<file path="src/rtl/enc_grant_decoder_pkg.sv">
// enc_pkg: definitions shared by the enc / enc_grant_decoder family.
//   state_t     - grant decoder FSM states
//   ENC_N_OUT   - default number of one-hot lines (4-to-2 encoder)
//   ENC_IDX_W   - default index width, $clog2(ENC_N_OUT)
//   onehot_dec  - index -> one-hot decode; out-of-range indices give all zeros
package enc_pkg;

    typedef enum logic [1:0] {
        ST_IDLE,
        ST_GRANT,
        ST_GAP
    } state_t;

    localparam int unsigned ENC_N_OUT = 4;
    localparam int unsigned ENC_IDX_W = $clog2(ENC_N_OUT);

    // Widest one-hot vector onehot_dec can produce; callers truncate to N_OUT.
    localparam int unsigned ONEHOT_MAX = 32;

    function automatic logic [ONEHOT_MAX-1:0] onehot_dec(input int unsigned idx,
                                                         input int unsigned n_out);
        logic [ONEHOT_MAX-1:0] res;
        res = '0;
        if (idx < n_out && idx < ONEHOT_MAX) begin
            res[idx] = 1'b1;
        end
        return res;
    endfunction

endpackage

</file>
<file path="src/rtl/enc_grant_decoder_if.sv">
// Request/grant bundle between the encoder side and enc_grant_decoder.
//   in_valid, a, v            request from the encoder (master drives)
//   in_ready                  decoder can accept this cycle
//   y, busy, done, err        decoder status / one-hot grant lines
// Modports: master = request producer, slave = enc_grant_decoder.
interface enc_grant_decoder_if #(
    parameter int unsigned N_OUT = 4,
    parameter int unsigned IDX_W = $clog2(N_OUT)
) ();
    logic             in_valid;
    logic             in_ready;
    logic [IDX_W-1:0] a;
    logic             v;
    logic [N_OUT-1:0] y;
    logic             busy;
    logic             done;
    logic             err;

    modport master (
        output in_valid, a, v,
        input  in_ready, y, busy, done, err
    );

    modport slave (
        input  in_valid, a, v,
        output in_ready, y, busy, done, err
    );
endinterface

</file>
<file path="src/rtl/enc_grant_decoder_dec_hold_cnt.sv">
// dec_hold_cnt: loadable down-counter with a zero flag, used by the grant
// decoder for both the HOLD and the GAP phase.
//   clk, rst  - clock, synchronous active-high reset (count -> 0)
//   load      - load load_val (takes priority over dec)
//   load_val  - value to load
//   dec       - decrement; saturates at zero
//   cnt       - current count
//   zero      - cnt == 0
module dec_hold_cnt #(
    parameter int unsigned W = 2
) (
    input  logic         clk,
    input  logic         rst,
    input  logic         load,
    input  logic [W-1:0] load_val,
    input  logic         dec,
    output logic [W-1:0] cnt,
    output logic         zero
);
    logic [W-1:0] cnt_q;

    always_ff @(posedge clk) begin
        if (rst) begin
            cnt_q <= '0;
        end else if (load) begin
            cnt_q <= load_val;
        end else if (dec && cnt_q != '0) begin
            cnt_q <= cnt_q - 1'b1;
        end
    end

    assign cnt  = cnt_q;
    assign zero = (cnt_q == '0);
endmodule

</file>
<file path="src/rtl/enc_grant_decoder.sv">
// enc_grant_decoder: takes an encoded request (index a, valid flag v) over a
// valid/ready handshake, drives the decoded one-hot line on y for HOLD cycles,
// then idles GAP cycles before the next accept.
//   clk       - system clock, rising edge
//   rst       - synchronous active-high reset; aborts any grant in progress
//   bus.slave - in_valid/a/v in; in_ready (combinational), y, busy, done,
//               err (all registered) out
module enc_grant_decoder
    import enc_pkg::*;
#(
    parameter int unsigned N_OUT = 4,
    parameter int unsigned IDX_W = $clog2(N_OUT),
    parameter int unsigned HOLD  = 3,
    parameter int unsigned GAP   = 1
) (
    input  logic clk,
    input  logic rst,
    enc_grant_decoder_if.slave bus
);
    localparam int unsigned CNT_MAX = (HOLD > GAP) ? HOLD : GAP;
    localparam int unsigned CNT_W   = $clog2(CNT_MAX + 1);
    localparam logic [CNT_W-1:0] HOLD_LD = CNT_W'(HOLD - 1);
    localparam logic [CNT_W-1:0] GAP_LD  = (GAP > 0) ? CNT_W'(GAP - 1) : '0;

    state_t           state;
    logic [N_OUT-1:0] y_q;
    logic             busy_q;
    logic             done_q;
    logic             err_q;

    logic [IDX_W-1:0] idx;
    logic             accept;
    logic             take;
    logic [N_OUT-1:0] dec_line;
    logic             idx_bad;

    logic             cnt_load;
    logic [CNT_W-1:0] cnt_val;
    logic             cnt_dec;
    logic [CNT_W-1:0] cnt;
    logic             cnt_zero;

    assign idx      = bus.a;
    assign accept   = bus.in_valid & bus.in_ready;
    // v=0 accepts are consumed but never start a grant.
    assign take     = accept & bus.v;
    assign dec_line = N_OUT'(onehot_dec(32'(idx), N_OUT));
    assign idx_bad  = (32'(idx) >= N_OUT);

    assign bus.in_ready = (state == ST_IDLE) & ~rst;
    assign bus.y        = y_q;
    assign bus.busy     = busy_q;
    assign bus.done     = done_q;
    assign bus.err      = err_q;

    always_comb begin
        cnt_load = 1'b0;
        cnt_val  = HOLD_LD;
        cnt_dec  = 1'b0;
        unique case (state)
            ST_IDLE: begin
                if (take) begin
                    cnt_load = 1'b1;
                    cnt_val  = HOLD_LD;
                end
            end
            ST_GRANT: begin
                if (cnt_zero) begin
                    cnt_load = (GAP > 0);
                    cnt_val  = GAP_LD;
                end else begin
                    cnt_dec = 1'b1;
                end
            end
            ST_GAP: begin
                cnt_dec = 1'b1;
            end
            default: begin
                cnt_load = 1'b0;
            end
        endcase
    end

    dec_hold_cnt #(
        .W(CNT_W)
    ) u_cnt (
        .clk      (clk),
        .rst      (rst),
        .load     (cnt_load),
        .load_val (cnt_val),
        .dec      (cnt_dec),
        .cnt      (cnt),
        .zero     (cnt_zero)
    );

    // done is registered, so it is raised on the edge entering the last GRANT
    // cycle: at accept when HOLD==1, otherwise when the count steps 1 -> 0.
    always_ff @(posedge clk) begin
        if (rst) begin
            state  <= ST_IDLE;
            y_q    <= '0;
            busy_q <= 1'b0;
            done_q <= 1'b0;
            err_q  <= 1'b0;
        end else begin
            done_q <= 1'b0;
            err_q  <= 1'b0;
            unique case (state)
                ST_IDLE: begin
                    if (take) begin
                        state  <= ST_GRANT;
                        busy_q <= 1'b1;
                        y_q    <= dec_line;
                        err_q  <= idx_bad;
                        done_q <= (HOLD == 1);
                    end
                end
                ST_GRANT: begin
                    if (cnt_zero) begin
                        y_q <= '0;
                        if (GAP > 0) begin
                            state <= ST_GAP;
                        end else begin
                            state  <= ST_IDLE;
                            busy_q <= 1'b0;
                        end
                    end else begin
                        done_q <= (cnt == CNT_W'(1));
                    end
                end
                ST_GAP: begin
                    if (cnt_zero) begin
                        state  <= ST_IDLE;
                        busy_q <= 1'b0;
                    end
                end
                default: begin
                    state  <= ST_IDLE;
                    y_q    <= '0;
                    busy_q <= 1'b0;
                end
            endcase
        end
    end
endmodule

</file>
<file path="src/flat_wrapper.sv">
// flat-port wrapper written by rule: the top's interface ports become plain ports
module enc_grant_decoder_flat import enc_pkg::*;
#(
    parameter int unsigned N_OUT = 4,
    parameter int unsigned IDX_W = $clog2(N_OUT),
    parameter int unsigned HOLD  = 3,
    parameter int unsigned GAP   = 1
)
  (clk, rst, bus_in_valid, bus_a, bus_v, bus_in_ready, bus_y, bus_busy, bus_done, bus_err);
  enc_grant_decoder_if #(.N_OUT(N_OUT), .IDX_W(IDX_W)) bus_i ();
  input  logic clk;
  input  logic rst;
  input wire logic [$bits(bus_i.in_valid)-1:0] bus_in_valid;
  input wire logic [$bits(bus_i.a)-1:0] bus_a;
  input wire logic [$bits(bus_i.v)-1:0] bus_v;
  output wire logic [$bits(bus_i.in_ready)-1:0] bus_in_ready;
  output wire logic [$bits(bus_i.y)-1:0] bus_y;
  output wire logic [$bits(bus_i.busy)-1:0] bus_busy;
  output wire logic [$bits(bus_i.done)-1:0] bus_done;
  output wire logic [$bits(bus_i.err)-1:0] bus_err;
  assign bus_i.in_valid = bus_in_valid;
  assign bus_i.a = bus_a;
  assign bus_i.v = bus_v;
  assign bus_in_ready = bus_i.in_ready;
  assign bus_y = bus_i.y;
  assign bus_busy = bus_i.busy;
  assign bus_done = bus_i.done;
  assign bus_err = bus_i.err;
  enc_grant_decoder #(.N_OUT(N_OUT), .IDX_W(IDX_W), .HOLD(HOLD), .GAP(GAP)) u_core (.clk(clk), .rst(rst), .bus(bus_i));
endmodule
</file>
<file path="config.mk">
export PLATFORM = sky130hd
export DESIGN_NAME = enc_grant_decoder_flat
export DESIGN_NICKNAME = d
export VERILOG_FILES = /design/src/rtl/enc_grant_decoder_pkg.sv /design/src/rtl/enc_grant_decoder_if.sv /design/src/rtl/enc_grant_decoder_dec_hold_cnt.sv /design/src/rtl/enc_grant_decoder.sv /design/src/flat_wrapper.sv
export SDC_FILE = /design/constraint.sdc
export NUM_CORES = 1
export LEC_CHECK = 0
export CAP_MARGIN = 30
export CORE_AREA = 4 4 51 53
export DETAILED_ROUTE_END_ITERATION = 10
export DIE_AREA = 0 0 55 57
export PLACE_DENSITY = 0.49
export SLEW_MARGIN = 20
export SYNTH_ARGS = -nofsm -noshare
export SYNTH_HDL_FRONTEND = slang
export SYNTH_SLANG_ARGS = --single-unit
export TNS_END_PERCENT = 1
</file>
<file path="constraint.sdc">
create_clock -name clk -period 2.8 [get_ports clk]
set_input_delay 0.28 -clock clk [delete_from_list [all_inputs] [get_ports clk]]
set_output_delay 0.28 -clock clk [all_outputs]
set_load 0.01 [all_outputs]
</file>
* Word-level counts from Yosys, hierarchy flattened
Index checks and enable logic that the tools add are counted.
Operators by class: $add $sub $neg 1, $lt $le $gt $ge 2, equal/unequal tests 6, mux-type cells 21, bitwise gates (word level) 6, reductions and logical operators 10
Operator list (number):
- 2-bit two-way mux | 7
- 4-bit case mux with 3 select lines | 1
- 3-bit AND reduction | 3
- 4-bit two-way mux | 2
- 2-bit by 6-bit < comparator with 1-bit output, second input constant | 1
- 1-bit two-way mux | 6
- 2-bit by 1-bit inequality test with 1-bit output, second input constant | 3
- 2-bit case mux with 3 select lines | 1
- 2-bit by 1-bit == test with 1-bit output, second input constant | 2
- 2-bit logical NOT | 2
- 1-bit case mux with 2 select lines | 2
- 2-bit nonzero test | 2
- 1-bit bitwise AND | 3
- 1-bit inverter | 3
- 1-bit case mux with 3 select lines | 1
- 3-bit OR reduction | 1
- 1-bit demux with 2-bit select | 1
- 2-bit == test, second input constant | 1
- 2-bit by 1-bit >= comparator with 1-bit output, second input constant | 1
- 1-bit logical AND | 2
- 2-bit by 1-bit subtractor with 2-bit output, second input constant | 1
Word-level totals: flip-flop bits (word level) 10, input port bits 6, output and inout bits 8, word-level logic and storage cells 51

* Depth between registers and ports, before layout
Gate-level depths: netlist (run 1).
word-level depth 7, depth in mapped cells 6, mapped depth without buffers 5

* By module
A second synthesis (run 1) with hierarchy kept.
Unflattened totals: cell total of the unflattened synthesis 61, area, all modules 578.1 um2
By module, submodules not included:
- enc_grant_decoder | instances 1, cells an instance 47, area an instance 451.7 um2, sequential area each 160.2 um2
- dec_hold_cnt | instances 1, cells an instance 14, area an instance 126.4 um2, sequential area each 40.0 um2

* Worst setup path before layout (run 1)
No wires, ideal clock.
kind flip-flop to flip-flop, from register u_core.state[0], to register u_core.busy_q (netlist: u_core.bus.busy), setup time 121 ps, data arrival time 1383 ps, required time 2679 ps, slack 1296 ps, cell stages (with the launch flop) 6, path buffers 1, clock period less this slack 1504 ps, cell sequence dfxtp_1 -> inv_1 -> ha_1 -> buf_2 -> a221o_1 -> mux2_4
Between the ends: longest elaborated chain between the ends 6, elaborated cells between the ends (all ways) 11, classes of those cells eq/ne (4); mux (1); bitwise (4); reduce/logical (2)
Ends and longest elaborated chain:
- start: declaration | line enc_grant_decoder.sv:25 | state_t state;
- start signal: assignment | line enc_grant_decoder.sv:100 | state <= ST_IDLE;
- start signal: assignment | line enc_grant_decoder.sv:111 | state <= ST_GRANT;
- start signal: assignment | line enc_grant_decoder.sv:122 | state <= ST_GAP;
- 2-bit logical NOT | line enc_grant_decoder.sv:50, enc_grant_decoder.sv:108
- 1-bit bitwise AND | line enc_grant_decoder.sv:50 | assign bus.in_ready = (state == ST_IDLE) & ~rst;
- 1-bit bitwise AND | line enc_grant_decoder.sv:44 | assign accept = bus.in_valid & bus.in_ready;
- 1-bit bitwise AND | line enc_grant_decoder.sv:46 | assign take = accept & bus.v;
- 2-bit by 1-bit inequality test with 1-bit output (no line)
- 3-bit AND reduction (no line)
- end signal: assignment | line enc_grant_decoder.sv:102 | busy_q <= 1'b0;
- end signal: assignment | line enc_grant_decoder.sv:112 | busy_q <= 1'b1;
- end signal: assignment | line enc_grant_decoder.sv:125 | busy_q <= 1'b0;
- end: declaration | line enc_grant_decoder.sv:27 | logic busy_q;
Parallel ways exist; a longest one is shown, timed or not. A chain may end at the register's enable or synchronous reset.

* Worst setup path in the final report (run 1)
from register u_core.state[1], to output port bus_in_ready
Between the ends: longest elaborated chain between the ends 2
Ends and longest elaborated chain:
- 2-bit logical NOT | line enc_grant_decoder.sv:50
- 1-bit bitwise AND | line enc_grant_decoder.sv:50
- end: declaration | line flat_wrapper.sv:16 | output wire logic [$bits(bus_i.in_ready)-1:0] bus_in_ready;
No other way between the ends.

==> summary.md, run 1 <==
| Metric | Value |
|---|---|
| Critical setup path kind | reg2out |
| Most frequent cells in the layout | clkdlybuf4s50_1 (12), dfxtp_1 (10), ha_1 (6), inv_1 (5) |
| Worst setup SP type | flip-flop |
| Cts repair resizes | 0 |
| Clk slew on worst S/H paths | ~0.07 ns |
| Reg2Reg Capture Point | u_core.u_cnt.cnt[1] |
| Peak supply drop | roughly 260 uV |
| Fin crit period | approximately 2.1 ns |
| I/O pin count | 14 |
| DRT iter0 DRCs | 20 |
| CP endpoint kind | output port |
| Clk_lat worst skew | roughly 0.27 ns |
| R2r setup slk | around 1.2 ns |
| Syn Inst Count | 69 |
| First-pass iteration count of the detailed router | 4 |
| Vias in the first global route | between 400 and 500 |
| Routability Congestion | about 0.74 |
| Slowest CP cell | clkdlybuf4s50_1 |
| Worst hold-check path type | reg2reg |
| Most common cell after layout, fill and taps aside | clkdlybuf4s50_1 |
| Post-CTS Setup Bufs | 0 |
| Vias | around 540 |
| Die ar. | between 0.003 and 0.004 mm2 |
| Antenna violations before repair | 0 |
| Chip height | between 50 and 60 um |
| WP data arrival | ~1.8 ns |
| Setup_tns | 0 ns |
| Remaining global-route overflow | 0 |
| Hold_ws | approximately 0.48 ns |
| Tcrit/Tclk final | 74.0% |
| WP data required | ~2.5 ns |
| DP Wirelength | just over 1000 um |
| Setup Skew | roughly 0.0013 ns |
| R2r startpoint | u_core.state[1] |
| Wire per inst | roughly 12 um |
| Max Root-Sink Buffers | 2 |
| YS warnings | 0 |
| Post-synthesis sequential area ratio | about a third |
| DRT antenna net count | 0 |
| Max Cap Violations | 0 |
| Inserted Diodes | 0 |
| Synth Net Count | between 80 and 90 |
| Unique cell type count in the Yosys netlist | 26 |
| Total CTS buffers | 3 |
| Core footprint | around 0.0021 mm2 |
| Endpoints failing setup | 0 |
| P_leak | approximately 0.00035 uW |
| Final wirelength | between 1000 and 1500 um |
| Yosys reg bits | 10 |
| Hold Buf Count CTS | 0 |
| Worst path max stage delay | 0.54 ns |
| Gr usage total | 9.00% |
| CTS tree | done |
| Hold path startpoint | u_core.state[0] |
| Endpoint, Worst Hold | u_core.state[0] |
| Largest net degree at the start of global routing | 12 |
| Area of the mapped netlist | roughly 620 um2 |
| Synthesized area per cell | 8.99 um2 |
| Layout cells sized above 1 | 9.76% |
| Final Hold Vio Count | 0 |
| Die Width | ~55 um |
| Area delta synth->final | 27.6% |
| Cell Pwr Density | 625 mW/mm2 |
| Vias per cell | around 5 |
| R2R cell count | 5 |
| Htree depth | 1 |
| Hold path cells | 2 |
| Final net count | between 90 and 100 |
| Max-slew violation count | 0 |
| Row count | 17 |
| Crit Path Max Fanout | 11 |
| Status | finished, final reports clean |
| Root Driver | clkbuf_4 |
| First-pass GRT wire length | 2020 um |
| # port buffers | 12 |
| CP cell instances | inv_1 > ha_1 > nor2b_1 > clkdlybuf4s50_1 |
| Drt drc | 0 |
| RSZ-0062 raised after global routing | false |
| Initial Util | around 29% |
| CTS Sinks | 10 |
| Max Clk Rate | slightly below 500 MHz |
## final cells by class
type	count	area, um2
timing repair buffer	12	120
multi-input combinational	50	378
tap	28	35.0
inverter	6	22.5
clock buffer	4	36.3
fill	217	1360
sequential	10	200
## worst max path at each step
stage                            endpoint  cells past startpoint            start
final                        bus_in_ready                      4  u_core.state[1]
after detailed placement  u_core.bus.busy                      4              rst
after floorplan           u_core.bus.busy                      5  u_core.state[0]
after global placement    u_core.bus.busy                      4              rst
after global routing         bus_in_ready                      4  u_core.state[1]
after CTS                    bus_in_ready                      4  u_core.state[1]
## where the power goes
group          internal (uW)  switching, uW  leakage [uW]
combinational           95.0           95.0      0.000244
clock                   79.0           53.5     0.0000210
sequential               161           11.1     0.0000813
total                    335            160      0.000346
## cells in the mapped netlist
cell      count  area share, %
mux2_4        1            2.4
inv_2         1           0.60
mux2i_1       1            1.6
buf_2         1           0.81
nor2_1        1           0.60
nand3b_4      1            3.2
nand3_1       4            3.2
nand2b_1      1            1.0
inv_1         5            3.0
nand2_1       3            1.8
a211o_1       1            1.4
conb_1        1           0.60
nand4b_1      3            4.2
o211a_1       2            3.2
o21ai_0       4            3.2
a21oi_1       4            3.2
dfxtp_1      10             32
buf_4         2            2.4
a31oi_1       4            4.0
nand4_1       3            3.0
a221o_1       1            1.6
and3_1        3            3.0
nor2b_1       4            4.0
o21ba_2       1            1.6
and4b_1       1            1.6
ha_1          6             12
## kinds of logic after synthesis
group           share of synthesized area (%)
compound gates                           18.3
mux                                      4.03
buf+inv                                  6.85
flops                                    32.3
fa+ha+maj                                12.1
simple gates                             25.8
other cells                             0.604
## routing by layer
metal  vias up  part of all wire [%]  GRT usage, %
met5         -                     0             0
li1        274                     -             -
met2        17                    43          11.5
met1       245                    47          12.3
met3         2                   8.2          3.92
met4         0                   1.5          5.21
## sequential cells by signal (all words and copies together), names as in the netlist
signal,flops
u_core.bus.done,1
u_core.state,2
u_core.u_cnt.cnt,2
u_core.bus.busy,1
u_core.bus.y,4
## worst max-delay path, delay by kind of cell, from the launching register on
kind                       cells  cell delay (ns)
buffers and inverters          2             0.64
DFF                            1             0.33
and+or+nand+nor                1             0.18
adders and majority gates      1             0.37
## per-stage QoR
| stage | area [um2] | worst slack (ns) | total power [uW] | util [%] | instances |
|---|---|---|---|---|---|
| floorplan | 621 | 1.30 | 310 | - | 69 |
| global placement | 756 | 0.910 | 366 | 35.2 | 106 |
| detailed placement | 756 | 0.881 | 367 | 35.2 | 106 |
| CTS | 792 | 0.701 | 505 | 36.9 | 110 |
| global route | 792 | 0.574 | 533 | 36.9 | 110 |
| finish | 792 | 0.727 | 495 | 36.9 | 110 |
Power figures use the tool's default switching activity.
==> run 2: changes to the inputs <==
--- a/config.mk
+++ b/config.mk
@@ -9,7 +9,7 @@
 export CORE_AREA = 4 4 51 53
 export DETAILED_ROUTE_END_ITERATION = 10
 export DIE_AREA = 0 0 55 57
-export PLACE_DENSITY = 0.49
+export PLACE_DENSITY = 0.5
 export SLEW_MARGIN = 20
 export SYNTH_ARGS = -nofsm -noshare
 export SYNTH_HDL_FRONTEND = slang
==> constraint.sdc (replaced) <==
create_clock -name clk -period 1.67 [get_ports clk]
set_input_delay 0.167 -clock clk [delete_from_list [all_inputs] [get_ports clk]]
set_output_delay 0.167 -clock clk [all_outputs]
set_load 0.01 [all_outputs]
==> run 2 against run 1 <==
  * Final cell count rose by 5.5%
  * Combinational power rose by 93%
  * Setup slack got worse by 0.63 ns
  * First-iteration DRC count fell by 75%
  * Die area did not move
  * Clock power rose by 23%
  * Non-clock buffer count rose by 7
  * Critical path depth rose by 1
  * Register-to-register slack got worse by 1.1 ns
  * Sequential share of layout area fell by 1.2 points
  * Total power rose by 65%
  * Largest cell class unchanged
==> summary.md, run 2 (synthesized netlist as in run 1, its figures left out) <==
| Metric | Value |
|---|---|
| Status | finished, final reports clean |
| Final WS setup | 0.0928 ns |
| Peak supply drop | about 500 uV |
| DP Wirelength | 1170 um |
| Vias per cell | between 4 and 5 |
| Layout cells sized above 1 | approximately 17% |
| Endpoints failing setup | 0 |
| Worst setup SP type | flip-flop |
| WL met3 | between 50 and 60 um |
| Met1 WL | between 600 and 700 um |
| Antenna violations before repair | 0 |
| Die ar. | approximately 0.0031 mm2 |
| Cell Pwr Density | between 900 and 1000 mW/mm2 |
| Setup WS pre-CTS | just over 0.04 ns |
| Layout fillers | between 200 and 250 |
| Worst hold-check path type | reg2reg |
| Chip height | about 57 um |
| Wire per inst | between 10 and 15 um |
| Hold_ws | between 0.4 and 0.5 ns |
| I/O pin count | 14 |
| Tcrit/Tclk final | 94.4% |
| Max reg flops | 4 |
| Inserted Diodes | 0 |
| RSZ-0062 raised after global routing | false |
| Initial Util | approximately 29% |
| WP data arrival | about 1.7 ns |
| CP endpoint kind | flip-flop |
| Max Root-Sink Buffers | 2 |
| Final Hold Vio Count | 0 |
| First-pass iteration count of the detailed router | 3 |
| Remaining global-route overflow | 0 |
| Total CTS buffers | 3 |
| Final net count | 102 |
| P_leak | 0.000373 uW |
| Routability Congestion | about 0.70 |
| Htree depth | 1 |
| DRT iter0 DRCs | 5 |
| Max Clk Rate | between 600 and 700 MHz |
| Finished Cell Area | roughly 830 um2 |
| Clk slew on worst S/H paths | roughly 0.070 ns |
| Largest net degree at the start of global routing | 7 |
| Post-CTS Setup Bufs | 0 |
| Vias | between 500 and 600 |
| Max-slew violation count | 0 |
| Most frequent cells in the layout | clkdlybuf4s50_1 (11), dfxtp_1 (10), buf_4 (7), inv_1 (5), ha_1 (5) |
| Row count | 17 |
| Multi-input gate area | between 300 and 400 um2 |
| CTS tree | done |
| Root Driver | clkbuf_4 |
| Placement Cell Area | approximately 800 um2 |
| Crit Path Max Fanout | 4 |
| Core footprint | between 0.002 and 0.0025 mm2 |
| Fin crit period | approximately 1.6 ns |
| First-pass GRT wire length | around 2300 um |
| Vias in the first global route | between 500 and 600 |
| Top sig layer | met4 |
| Reg area | approximately 200 um2 |
| CTS Sinks | 10 |
| Gr usage total | 9.98% |
| Setup Skew | about 0.0023 ns |
| Drt drc | 0 |
| Max Cap Violations | 0 |
| WP data required | 1.82 ns |
| Setup_tns | 0 ns |
| Area delta synth->final | 34.1% |
| Final std cells w/o fill | between 100 and 150 |
| Die Width | between 50 and 60 um |
| Clk_lat worst skew | approximately 0.26 ns |
| Final wirelength | ~1400 um |
| Met2 WL | 685 um |
| Most common cell after layout, fill and taps aside | clkdlybuf4s50_1 |
| DRT antenna net count | 0 |
| # port buffers | 12 |
| Critical setup path kind | reg2reg |
| # placed instances | between 100 and 150 |
==> run 2: changes by cell type in the layout (fill, tap and decap cells not counted) <==
cell	previous run	this run
buf_4	0	7
ha_2	0	1
clkbuf_8	1	0
clkdlybuf4s50_1	12	11
ha_1	6	5
dlygate4sd2_1	0	1
==> run 2: critical path, stage by stage (launching register included) <==
cell and delay (ns):
dfxtp_1 0.35, inv_1 0.09, ha_2 0.21, buf_4 0.15, a221o_1 0.37, mux2_4 0.31
==> run 2: timing repair <==
| action | in CTS | in global routing |
|---|---|---|
| gates resized for setup | 2 | 0 |
| hold buffers | 0 | 0 |
| setup endpoints to repair | 1 | 0 |
==> run 2: power by group <==
group | leakage, uW | total [uW] | switching [uW] | internal [uW]
sequential | 0.0000813 | 289 | 18.1 | 271
clock | 0.0000138 | 163 | 79.9 | 83.1
combinational | 0.000278 | 366 | 173 | 193
==> run 2: stage by stage <==
step / power, uW / utilization, %
2_1_floorplan: 520 / -
3_3_place_gp: 659 / 37.6
3_5_place_dp: 661 / 37.6
4_1_cts: 831 / 38.7
5_1_grt: 873 / 38.7
6_report: 818 / 38.7
==> run 2: layout make-up <==
type	instances	share of cell area [%]
flip-flops and latches	10	24.1
clock buffers	3	2.71
well taps	28	4.21
inverters	6	2.71
repair buffers	19	20.6
multi-input cells	50	45.7
==> run 2: metal layers <==
layer / up-vias / track usage, %
met4: 0 / 5.21
met5: - / 0
met3: 2 / 2.35
met1: 253 / 12.1
met2: 7 / 15.9
li1: 288 / -
==> run 2: worst paths after layout <==
| kind | start | slack, ns | cells past startpoint | end |
|---|---|---|---|---|
| hold / removal | u_core.state[0] | 0.49 | 2 | u_core.state[0] |
| setup reg to reg | u_core.state[0] | 0.09 | 5 | u_core.bus.busy |
| setup / recovery | u_core.state[0] | 0.09 | 5 | u_core.bus.busy |
| hold reg to reg | u_core.state[0] | 0.49 | 2 | u_core.state[0] |
